===== config.mk =====
export PLATFORM = sky130hd
export DESIGN_NAME = wb_port_arbiter
export DESIGN_NICKNAME = d
export VERILOG_FILES = /design/src/rtl/wb_port_arbiter_pkg.sv /design/src/rtl/wba_hold_buf.sv /design/src/rtl/wb_port_arbiter.sv
export SDC_FILE = /design/constraint.sdc
export NUM_CORES = 1
export LEC_CHECK = 0
export BUFFER_PORTS_ARGS = -buffer_cell sky130_fd_sc_hd__buf_2
export CORE_MARGIN = 1.5
export CORE_UTILIZATION = 53
export CTS_BUF_LIST = sky130_fd_sc_hd__clkbuf_16
export CTS_CLUSTER_DIAMETER = 100
export DETAILED_ROUTE_END_ITERATION = 10
export PLACE_DENSITY = 0.92
export SYNTH_ARGS = -nofsm -noshare
export SYNTH_HDL_FRONTEND = slang
export SYNTH_SLANG_ARGS = --single-unit

===== constraint.sdc =====
create_clock -name clk_i_WBA -period 2.9 [get_ports clk_i_WBA]
set_input_delay 0.145 -clock clk_i_WBA [delete_from_list [all_inputs] [get_ports clk_i_WBA]]
set_output_delay 0.145 -clock clk_i_WBA [all_outputs]
set_load 0.02 [all_outputs]

===== src/rtl/wb_port_arbiter_pkg.sv =====
// wb_port_arbiter_pkg: shared state encoding for the write-back port arbiter
package wb_port_arbiter_pkg;
  typedef enum logic [1:0] {
    WBA_IDLE  = 2'b00,
    WBA_HELD  = 2'b01,
    WBA_FORCE = 2'b10
  } wba_state_t;
endpackage


===== src/rtl/wba_hold_buf.sv =====
// wba_hold_buf: one-entry data/addr holding register for a pending multi-cycle result
module wba_hold_buf #(
  parameter int DATA_W = 32,
  parameter int ADDR_W = 5
) (
  input  logic              clk,
  input  logic              rst,
  input  logic              load,
  input  logic              clear,
  input  logic [DATA_W-1:0] load_data,
  input  logic [ADDR_W-1:0] load_addr,
  output logic [DATA_W-1:0] data,
  output logic [ADDR_W-1:0] addr,
  output logic              valid
);
  always_ff @(posedge clk) begin
    if (rst) begin
      valid <= 1'b0;
      data  <= '0;
      addr  <= '0;
    end else if (load) begin
      valid <= 1'b1;
      data  <= load_data;
      addr  <= load_addr;
    end else if (clear) begin
      valid <= 1'b0;
    end
  end
endmodule


===== src/rtl/wb_port_arbiter.sv =====
// wb_port_arbiter: shares the regfile write port between the pipeline and a held multi-cycle result
module wb_port_arbiter
  import wb_port_arbiter_pkg::*;
#(
  parameter int DATA_W   = 32,
  parameter int ADDR_W   = 5,
  parameter int MAX_WAIT = 4
) (
  input  logic              clk_i_WBA,
  input  logic              rst_i_WBA,
  input  logic [DATA_W-1:0] Pipe_Data_i_WBA,
  input  logic [ADDR_W-1:0] Pipe_Addr_i_WBA,
  input  logic              Pipe_Enable_i_WBA,
  input  logic              Mc_Valid_i_WBA,
  input  logic [DATA_W-1:0] Mc_Data_i_WBA,
  input  logic [ADDR_W-1:0] Mc_Addr_i_WBA,
  output logic              Mc_Ready_o_WBA,
  output logic              Mc_Pend_o_WBA,
  output logic [ADDR_W-1:0] Mc_Pend_Addr_o_WBA,
  output logic              Stall_o_WBA,
  output logic [DATA_W-1:0] Wt_Data_o_WBA,
  output logic [ADDR_W-1:0] Wt_Addr_o_WBA,
  output logic              Wt_Enable_o_WBA
);
  localparam int CNT_W = $clog2(MAX_WAIT + 1);
  wba_state_t state;
  logic [CNT_W-1:0] cnt, cnt_inc;
  logic [DATA_W-1:0] buf_data;
  logic [ADDR_W-1:0] buf_addr;
  logic buf_valid, pipe_ok, drain, load;
  assign pipe_ok = Pipe_Enable_i_WBA && (Pipe_Addr_i_WBA != '0);
  assign drain   = (state == WBA_FORCE) || (state == WBA_HELD && !pipe_ok);
  assign load    = (state == WBA_IDLE) && Mc_Valid_i_WBA && (Mc_Addr_i_WBA != '0);
  assign cnt_inc = cnt + CNT_W'(1);
  assign Mc_Ready_o_WBA     = (state == WBA_IDLE) && !rst_i_WBA;
  assign Mc_Pend_o_WBA      = (state != WBA_IDLE) && !rst_i_WBA;
  assign Stall_o_WBA        = (state == WBA_FORCE) && !rst_i_WBA;
  assign Mc_Pend_Addr_o_WBA = Mc_Pend_o_WBA ? buf_addr : '0;
  wba_hold_buf #(.DATA_W(DATA_W), .ADDR_W(ADDR_W)) u_buf (
    .clk(clk_i_WBA), .rst(rst_i_WBA), .load(load), .clear(drain),
    .load_data(Mc_Data_i_WBA), .load_addr(Mc_Addr_i_WBA),
    .data(buf_data), .addr(buf_addr), .valid(buf_valid)
  );
  always_ff @(posedge clk_i_WBA) begin
    if (rst_i_WBA) begin
      state           <= WBA_IDLE;
      cnt             <= '0;
      Wt_Enable_o_WBA <= 1'b0;
      Wt_Data_o_WBA   <= '0;
      Wt_Addr_o_WBA   <= '0;
    end else begin
      Wt_Enable_o_WBA <= drain || pipe_ok;
      if (drain || pipe_ok) begin
        Wt_Data_o_WBA <= drain ? buf_data : Pipe_Data_i_WBA;
        Wt_Addr_o_WBA <= drain ? buf_addr : Pipe_Addr_i_WBA;
      end
      case (state)
        WBA_IDLE: if (load) begin
          state <= WBA_HELD;
          cnt   <= '0;
        end
        WBA_HELD: if (!pipe_ok || !buf_valid) state <= WBA_IDLE;
          else begin
            cnt <= cnt_inc;
            if (cnt_inc == CNT_W'(MAX_WAIT)) state <= WBA_FORCE;
          end
        default: state <= WBA_IDLE;
      endcase
    end
  end
endmodule


==> results of run 1 <==
[sequential cells by signal, indices dropped and copies added, names as in the netlist]
register	count
Wt_Addr_o_WBA	5
Wt_Data_o_WBA	32
Wt_Enable_o_WBA	1
cnt	3
state	2
u_buf.addr	5
u_buf.data	32
u_buf.valid	1
[where the power goes]
group / internal (uW) / leakage (uW) / switching, uW
Combinational: 161 / 0.00115 / 252
Clock: 737 / 0.000149 / 414
Sequential: 1190 / 0.000668 / 47.8
[final cells by class]
type	instances	area (um^2)	share of cell area [%]
Clock buffer	9	225	5.07
Clock inverter	6	75.1	1.69
Timing Repair Buffer	132	683	15.4
Sequential cell	81	1620	36.5
Multi-Input combinational cell	306	1730	39.1
Tap cell	77	96.3	2.17
Inverter	1	3.75	0.0846
[cells in the final DEF, fill, tap and decap left out, types with 2 or more instances in the layout]
| master | netlist | layout |
|---|---|---|
| o22ai_1 | 14 | 14 |
| nor3_1 | 3 | 3 |
| o21a_1 | 15 | 15 |
| o21ai_1 | 15 | 15 |
| o21ai_0 | 8 | 8 |
| a22oi_1 | 2 | 2 |
| a211oi_2 | 15 | 15 |
| clkbuf_16 | 0 | 9 |
| dfxtp_1 | 81 | 81 |
| bufinv_16 | 0 | 2 |
| buf_2 | 14 | 123 |
| a21oi_1 | 62 | 62 |
| nor2b_1 | 4 | 3 |
| nand2b_1 | 3 | 3 |
| nor2_1 | 43 | 43 |
| nand2_1 | 73 | 73 |
| clkinv_1 | 0 | 3 |
| buf_4 | 0 | 9 |
| a211oi_1 | 21 | 21 |
| and2_1 | 5 | 5 |
| inv_1 | 1 | 2 |
| ha_1 | 2 | 2 |
| nand3_1 | 3 | 3 |
[cell families after synthesis]
kind of cell	after synthesis
AO/OA/AOI/OAI	162
XOR/XNOR	1
adder cells (fa/ha/maj)	2
buffers and inverters	39
flip-flops	81
AND/OR/NAND/NOR	141
[final timing paths]
path         slack, ps  depth (start not counted)                 to
max                900                          4  Wt_Data_o_WBA[31]
min                 30                          2  Wt_Data_o_WBA[18]
max reg2reg        900                          4  Wt_Data_o_WBA[31]
min reg2reg        460                          2     u_buf.data[16]
[metal layers]
layer / global-route usage, % / up-vias / wire length [um]
met5: 0 / - / 0
met4: 14.2 / 0 / 314
met3: 6.39 / 34 / 702
met2: 47.4 / 161 / 5110
met1: 33.4 / 1692 / 3780
li1: - / 1712 / -
[worst register-to-register path, cell delays in order, from the launching register on]
cell      delay [ps]
dfxtp_1          560
nand2b_1         620
o311a_4          430
nor2_1            90
a211oi_1         220
[through the flow]
stage	cells	hold WS, ps
after global routing	612	21.4
after global placement	597	357
after floorplan	426	269
after CTS	612	28.3
after detailed placement	597	365
final	612	31.4
==> impl_results.md, run 1 <==
* Setup TNS at 0 ps
* Fin crit share at 69.1%
* Tmin final at 2000 ps
* CTS Buffer Depth at 2
* Port Buffer Count at 123
* Top cells by area, synth: dfxtp_1 (46%), a21oi_1 (8.8%), nand2_1 (7.8%)
* Relative slew slack at 45.8%
* Post-synthesis adder-cell area fraction at 0.708%
* Least-Margin Pin Slew at 813 ps
* CP startpoint: state[1]
* Die width at 84.7 um
* Post-synthesis mux area share at 0%
* Bufs and invs on worst path at 0
* Row Count at 29
* Endpoint type of the worst setup path: register
* Simple-Gate Fraction of Synth Area at 16.8%
* Die area at 7170 um^2
* Setup ws final at 896 ps
* R2r startpoint: state[1]
* Synth Cell Area at 3530 um^2
* Largest family of logic cells by synthesized area: compound AO/OA/AOI/OAI gates
* HP Class: in -> reg
* #FFs+latches synth at 81
* EDFF count, synth at 0
* H-tree levels at 3
* RSZ-0062 raised after global routing: false
* Total congestion overflow at 0
* Mapped Cells at 426
* Clock Skew at 5.57 ps
* Post-route cell area at 4440 um^2
* Area delta synth->final at 25.6%
* Fill count at 484
* DR WL/cell at 16.2 um
* Syn nets at 506
* Synth Flop Type: dfxtp_1
* CTS Buf Count at 9
* FFs w/ async S/R, synth at 0%
* Crit start category: register
* Pwr Total at 2800 uW
* Vias/cell at 5.88
* Drt initial violations at 338
* Post-Synth XOR/XNOR Area at 0.248%
* Synth top area share at 45.9%
* Crit Path Max Fanout at 23
* Die height at 84.7 um
* Syn. warnings at 0
* WP data arrival at 2230 ps
* Outcome: completed
* Critical path class: reg -> reg
* Number of global-route vias before repair at 3484
* Hold Vio Cnt, Final at 0
* Leading area contributor after synthesis: dfxtp_1
* Unique masters post-synth at 40
* Post-CTS Resized at 0
* Initial Utilization at 55.3%
* Cell family with most CP delay: simple AND/OR/NAND/NOR gates
* Later-pin clock latency in the skew report at 330 ps
* Placer Congestion at 0.883
* Fmax at 0.499 GHz
* Final setup fails at 0
* CP required at 3130 ps
* Dpl hpwl at 6500 um
* Total GRT Usage at 28.0%
* Max VDD drop at 0.473 mV
* Post-synthesis compound-gate area fraction at 30.8%
* Initial antenna violation count at 0
* Worst path slowest cell: nand2b_1
* Number of remaining DRC errors at 0
* Hold Crit Start: Pipe_Data_i_WBA[18]
* Final Net Count at 611
* Top cells by count, synth: dfxtp_1 (81), nand2_1 (73), a21oi_1 (62)
* Share of cells above drive strength 1 at 31.0%
* First-pass iteration count of the detailed router at 5
* Setup bufs post-CTS at 0
* Placed cell area at 4140 um^2
* Clock-pin slew on the worst setup and hold paths at 60 ps
* Final Max Slew Viols at 0
* Pwr Density at 631 nW/um^2
* Final ANT Viol Nets at 0
* Pre-CTS WS at 720 ps
* CP cell instances: nand2b_1 -> o311a_4 -> nor2_1 -> a211oi_1
* Mapped Avg Cell Area at 8.29 um^2
* Seq/Total Area, Yosys at 45.9%
* Largest net degree at the start of global routing at 42
* First-pass GRT wire length at 16100 um
* Max_cap viols at 0
* Slowest Stage Delay on Critical Path at 610 ps
* Final Util at 69.5%
* TritonCTS clock tree: yes
* Root Driver: clkbuf_16
* Vias at 3599
* Antenna Cells at 0
* Routed wire length at 9900 um
* Core area at 6390 um^2
* I/O pins at 124
* Most numerous cell in the Yosys netlist: dfxtp_1
* CTS sink cnt at 81
* Leak pwr at 0.00197 uW
* CTS Hold Bufs at 0
No activity file was read; power rests on OpenSTA's default activity.
==> run 2: changes to the inputs <==
--- a/config.mk
+++ b/config.mk
@@ -7,11 +7,11 @@
 export LEC_CHECK = 0
 export BUFFER_PORTS_ARGS = -buffer_cell sky130_fd_sc_hd__buf_2
 export CORE_MARGIN = 1.5
-export CORE_UTILIZATION = 53
+export CORE_UTILIZATION = 45
 export CTS_BUF_LIST = sky130_fd_sc_hd__clkbuf_16
 export CTS_CLUSTER_DIAMETER = 100
 export DETAILED_ROUTE_END_ITERATION = 10
-export PLACE_DENSITY = 0.92
+export PLACE_DENSITY = 0.84
 export SYNTH_ARGS = -nofsm -noshare
 export SYNTH_HDL_FRONTEND = slang
 export SYNTH_SLANG_ARGS = --single-unit
==> constraint.sdc (replaced) <==
create_clock -name clk_i_WBA -period 1.65 [get_ports clk_i_WBA]
set_input_delay 0.0825 -clock clk_i_WBA [delete_from_list [all_inputs] [get_ports clk_i_WBA]]
set_output_delay 0.0825 -clock clk_i_WBA [all_outputs]
set_load 0.02 [all_outputs]
==> run 2 against run 1 <==
  * Count of clock-buffer cells in the layout did not move
  * Wire length grew 19%
  * Register-to-register slack got worse by 840 ps
  * Worst hold slack lost 20 ps
  * Design area increased by 18%
  * Power is 87% higher
  * Clock skew is 2.6 ps higher
  * Via count increased by 8.9%
  * Combinational power grew 130%
  * First-iteration DRC count down 0.59%
  * Critical path type is now in -> reg
==> impl_results.md, run 2 (synthesis results as in run 1) <==
* Most frequent cells in the layout: buf_2 (122), dfxtp_1 (79), nand2_1 (73)
* Core area at 7650 um^2 (+20%)
* Fin crit share at 96.9%
* Crit start category: input pin
* I/O pins at 124 (unchanged)
* First-pass GRT wire length at 17500 um (+8.8%)
* Root Driver: clkbuf_16
* Clock Skew at 8.21 ps (+2.63 ps)
* Relative slew slack at 60.7% (+15 points)
* Worst path slowest cell: dlygate4sd3_1
* Max VDD drop at 0.562 mV (+19%)
* FF-to-FF setup slack at 60 ps (-840 ps)
* Number of global-route vias before repair at 3743 (+7.4%)
* Final Max Slew Viols at 0 (unchanged)
* Initial Utilization at 46.2% (-9.1 points)
* HP Class: in -> reg
* Total congestion overflow at 0 (unchanged)
* Outcome: completed
* Final Util at 68.4% (-1.1 points)
* Die height at 91.6 um (+8.2%)
* Placer Congestion at 0.799 (-9.5%)
* Slowest Stage Delay on Critical Path at 560 ps (-50 ps)
* CTS sink cnt at 81 (unchanged)
* Finished Layout Cells at 702 (+15%)
* Hold Vio Cnt, Final at 0 (unchanged)
* Area delta synth->final at 48.0%
* First-pass iteration count of the detailed router at 5 (unchanged)
* Leak pwr at 0.00230 uW (+17%)
* Die width at 91.6 um (+8.2%)
* Port Buffer Count at 123 (unchanged)
* RSZ-0062 raised after global routing: true
* Final setup fails at 0 (unchanged)
* Max_cap viols at 0 (unchanged)
* DR WL/cell at 16.9 um (+4.1%)
* Least-Margin Pin Slew at 574 ps (-239 ps)
* TritonCTS clock tree: yes
* Row Count at 32 (+10%)
* Initial antenna violation count at 0 (unchanged)
* Leading cell type in the layout, fill and taps excluded: buf_2
* WP data arrival at 1860 ps (-370 ps)
* Later-pin clock latency in the skew report at 330 ps (about the same)
* Final Net Count at 675 (+10%)
* Largest net degree at the start of global routing at 42 (unchanged)
* Die area at 8390 um^2 (+17%)
* Cell mode on critical path: buf_6
* CTS Buf Count at 9 (unchanged)
* CP cell instances: dlygate4sd3_1 -> or3_4 -> o31ai_4 -> buf_6 -> buf_6 -> nand2_1 -> a21oi_1
* Tmin final at 1600 ps
* Crit Path Max Fanout at 5 (-78%)
* Dpl hpwl at 6820 um (+5.0%)
* Critical path class: in -> reg
* Clock-pin slew on the worst setup and hold paths at 60 ps (about the same)
* Placed cell area at 4360 um^2 (+5.2%)
* Number of remaining DRC errors at 0 (unchanged)
* Fmax at 0.625 GHz
* Total GRT Usage at 26.3% (-1.7 points)
* Largest regs: Wt_Data_o_WBA: 32 flops, u_buf.data: 32 flops
* H-tree levels at 3 (unchanged)
* Final ANT Viol Nets at 0 (unchanged)
* Vias/cell at 5.59 (-5.0%)
* Antenna Cells at 0 (unchanged)
* Vias at 3921 (+8.9%)
* Pwr Density at 1000 nW/um^2 (+59%)
* CP required at 1910 ps (-1220 ps)
* Drt initial violations at 336 (-0.59%)
* Fill count at 574 (+19%)
* Post-route cell area at 5230 um^2 (+18%)
* Placed cell count at 638 (+6.9%)
* Routed wire length at 11800 um (+19%)
* Share of cells above drive strength 1 at 33.3% (+2.3 points)
* CTS Buffer Depth at 2 (unchanged)
* Endpoint type of the worst setup path: register
run 2: cell types whose count changed in the layout (fill, tap and decap cells not counted), moves of 2 or more:
cell / previous run / this run
buf_12: 0 / 6
dfxtp_1: 81 / 79
buf_6: 0 / 3
a21oi_1: 62 / 59
dlygate4sd3_1: 0 / 43
buf_4: 9 / 20
clkbuf_16: 9 / 11
clkinv_1: 3 / 1
a21oi_2: 1 / 4
run 2: stage by stage:
stage | total power, uW | hold WS (ps) | setup WS [ps] | TNS, ps
after floorplan | 2670 | 206 | 93.6 | 0
after global placement | 2950 | 290 | -63.3 | -1420
after CTS | 5170 | 2.22 | 18.8 | 0
after detailed placement | 2990 | 298 | -122 | -2860
after global routing | 5410 | 8.28 | -46.9 | -281
final | 5250 | 11.2 | 50.5 | 0
run 2: per-layer routing:
metal / share of wire (%) / vias to the layer above / track usage [%] / wire [um]
li1: - / 1841 / - / -
met1: 39 / 1785 / 31.3 / 4650
met2: 48 / 241 / 44.8 / 5690
met3: 8.1 / 54 / 5.80 / 959
met4: 4.5 / 0 / 12.6 / 531
met5: 0 / - / 0 / 0
run 2: final timing paths:
check / from / depth (start not counted) / endpoint
worst max-delay path: Mc_Addr_i_WBA[0] / 7 / u_buf.data[7]
worst min-delay path: Mc_Data_i_WBA[20] / 3 / u_buf.data[20]
worst max register to register: state[1] / 5 / Wt_Data_o_WBA[17]
worst min register to register: u_buf.data[14] / 2 / u_buf.data[14]
run 2: worst max-delay path, delay by kind of cell:
kind | cells | cell delay (ps)
AO/OA/AOI/OAI | 2 | 440
buffers and inverters | 3 | 910
AND/OR/NAND/NOR | 2 | 420
run 2: what timing repair did:
action | 4_1_cts | 5_1_grt
buffers inserted | 0 | 1
pin swaps | 0 | 17
hold buffers | 43 | 0
endpoints found under the hold margin | 43 | 0
gates cloned | 0 | 5
endpoints found under the setup margin | 7 | 19
resized for setup | 4 | 8
run 2: layout make-up:
class                           count  area, um^2  area share, %
Clock buffer                        9         225           4.31
Clock inverter                      7        93.8           1.79
Inverter                            1        3.75         0.0718
Multi-Input combinational cell    306        1760           33.6
Sequential cell                    81        1630           31.1
Tap cell                          102         128           2.44
Timing Repair Buffer              196        1400           26.7
run 2: where the power goes:
part           leakage [uW]  switching (uW)  internal (uW)  total, uW
Sequential         0.000669            83.2           2090       2170
Clock              0.000153             812           1330       2140
Combinational       0.00148             509            428        937
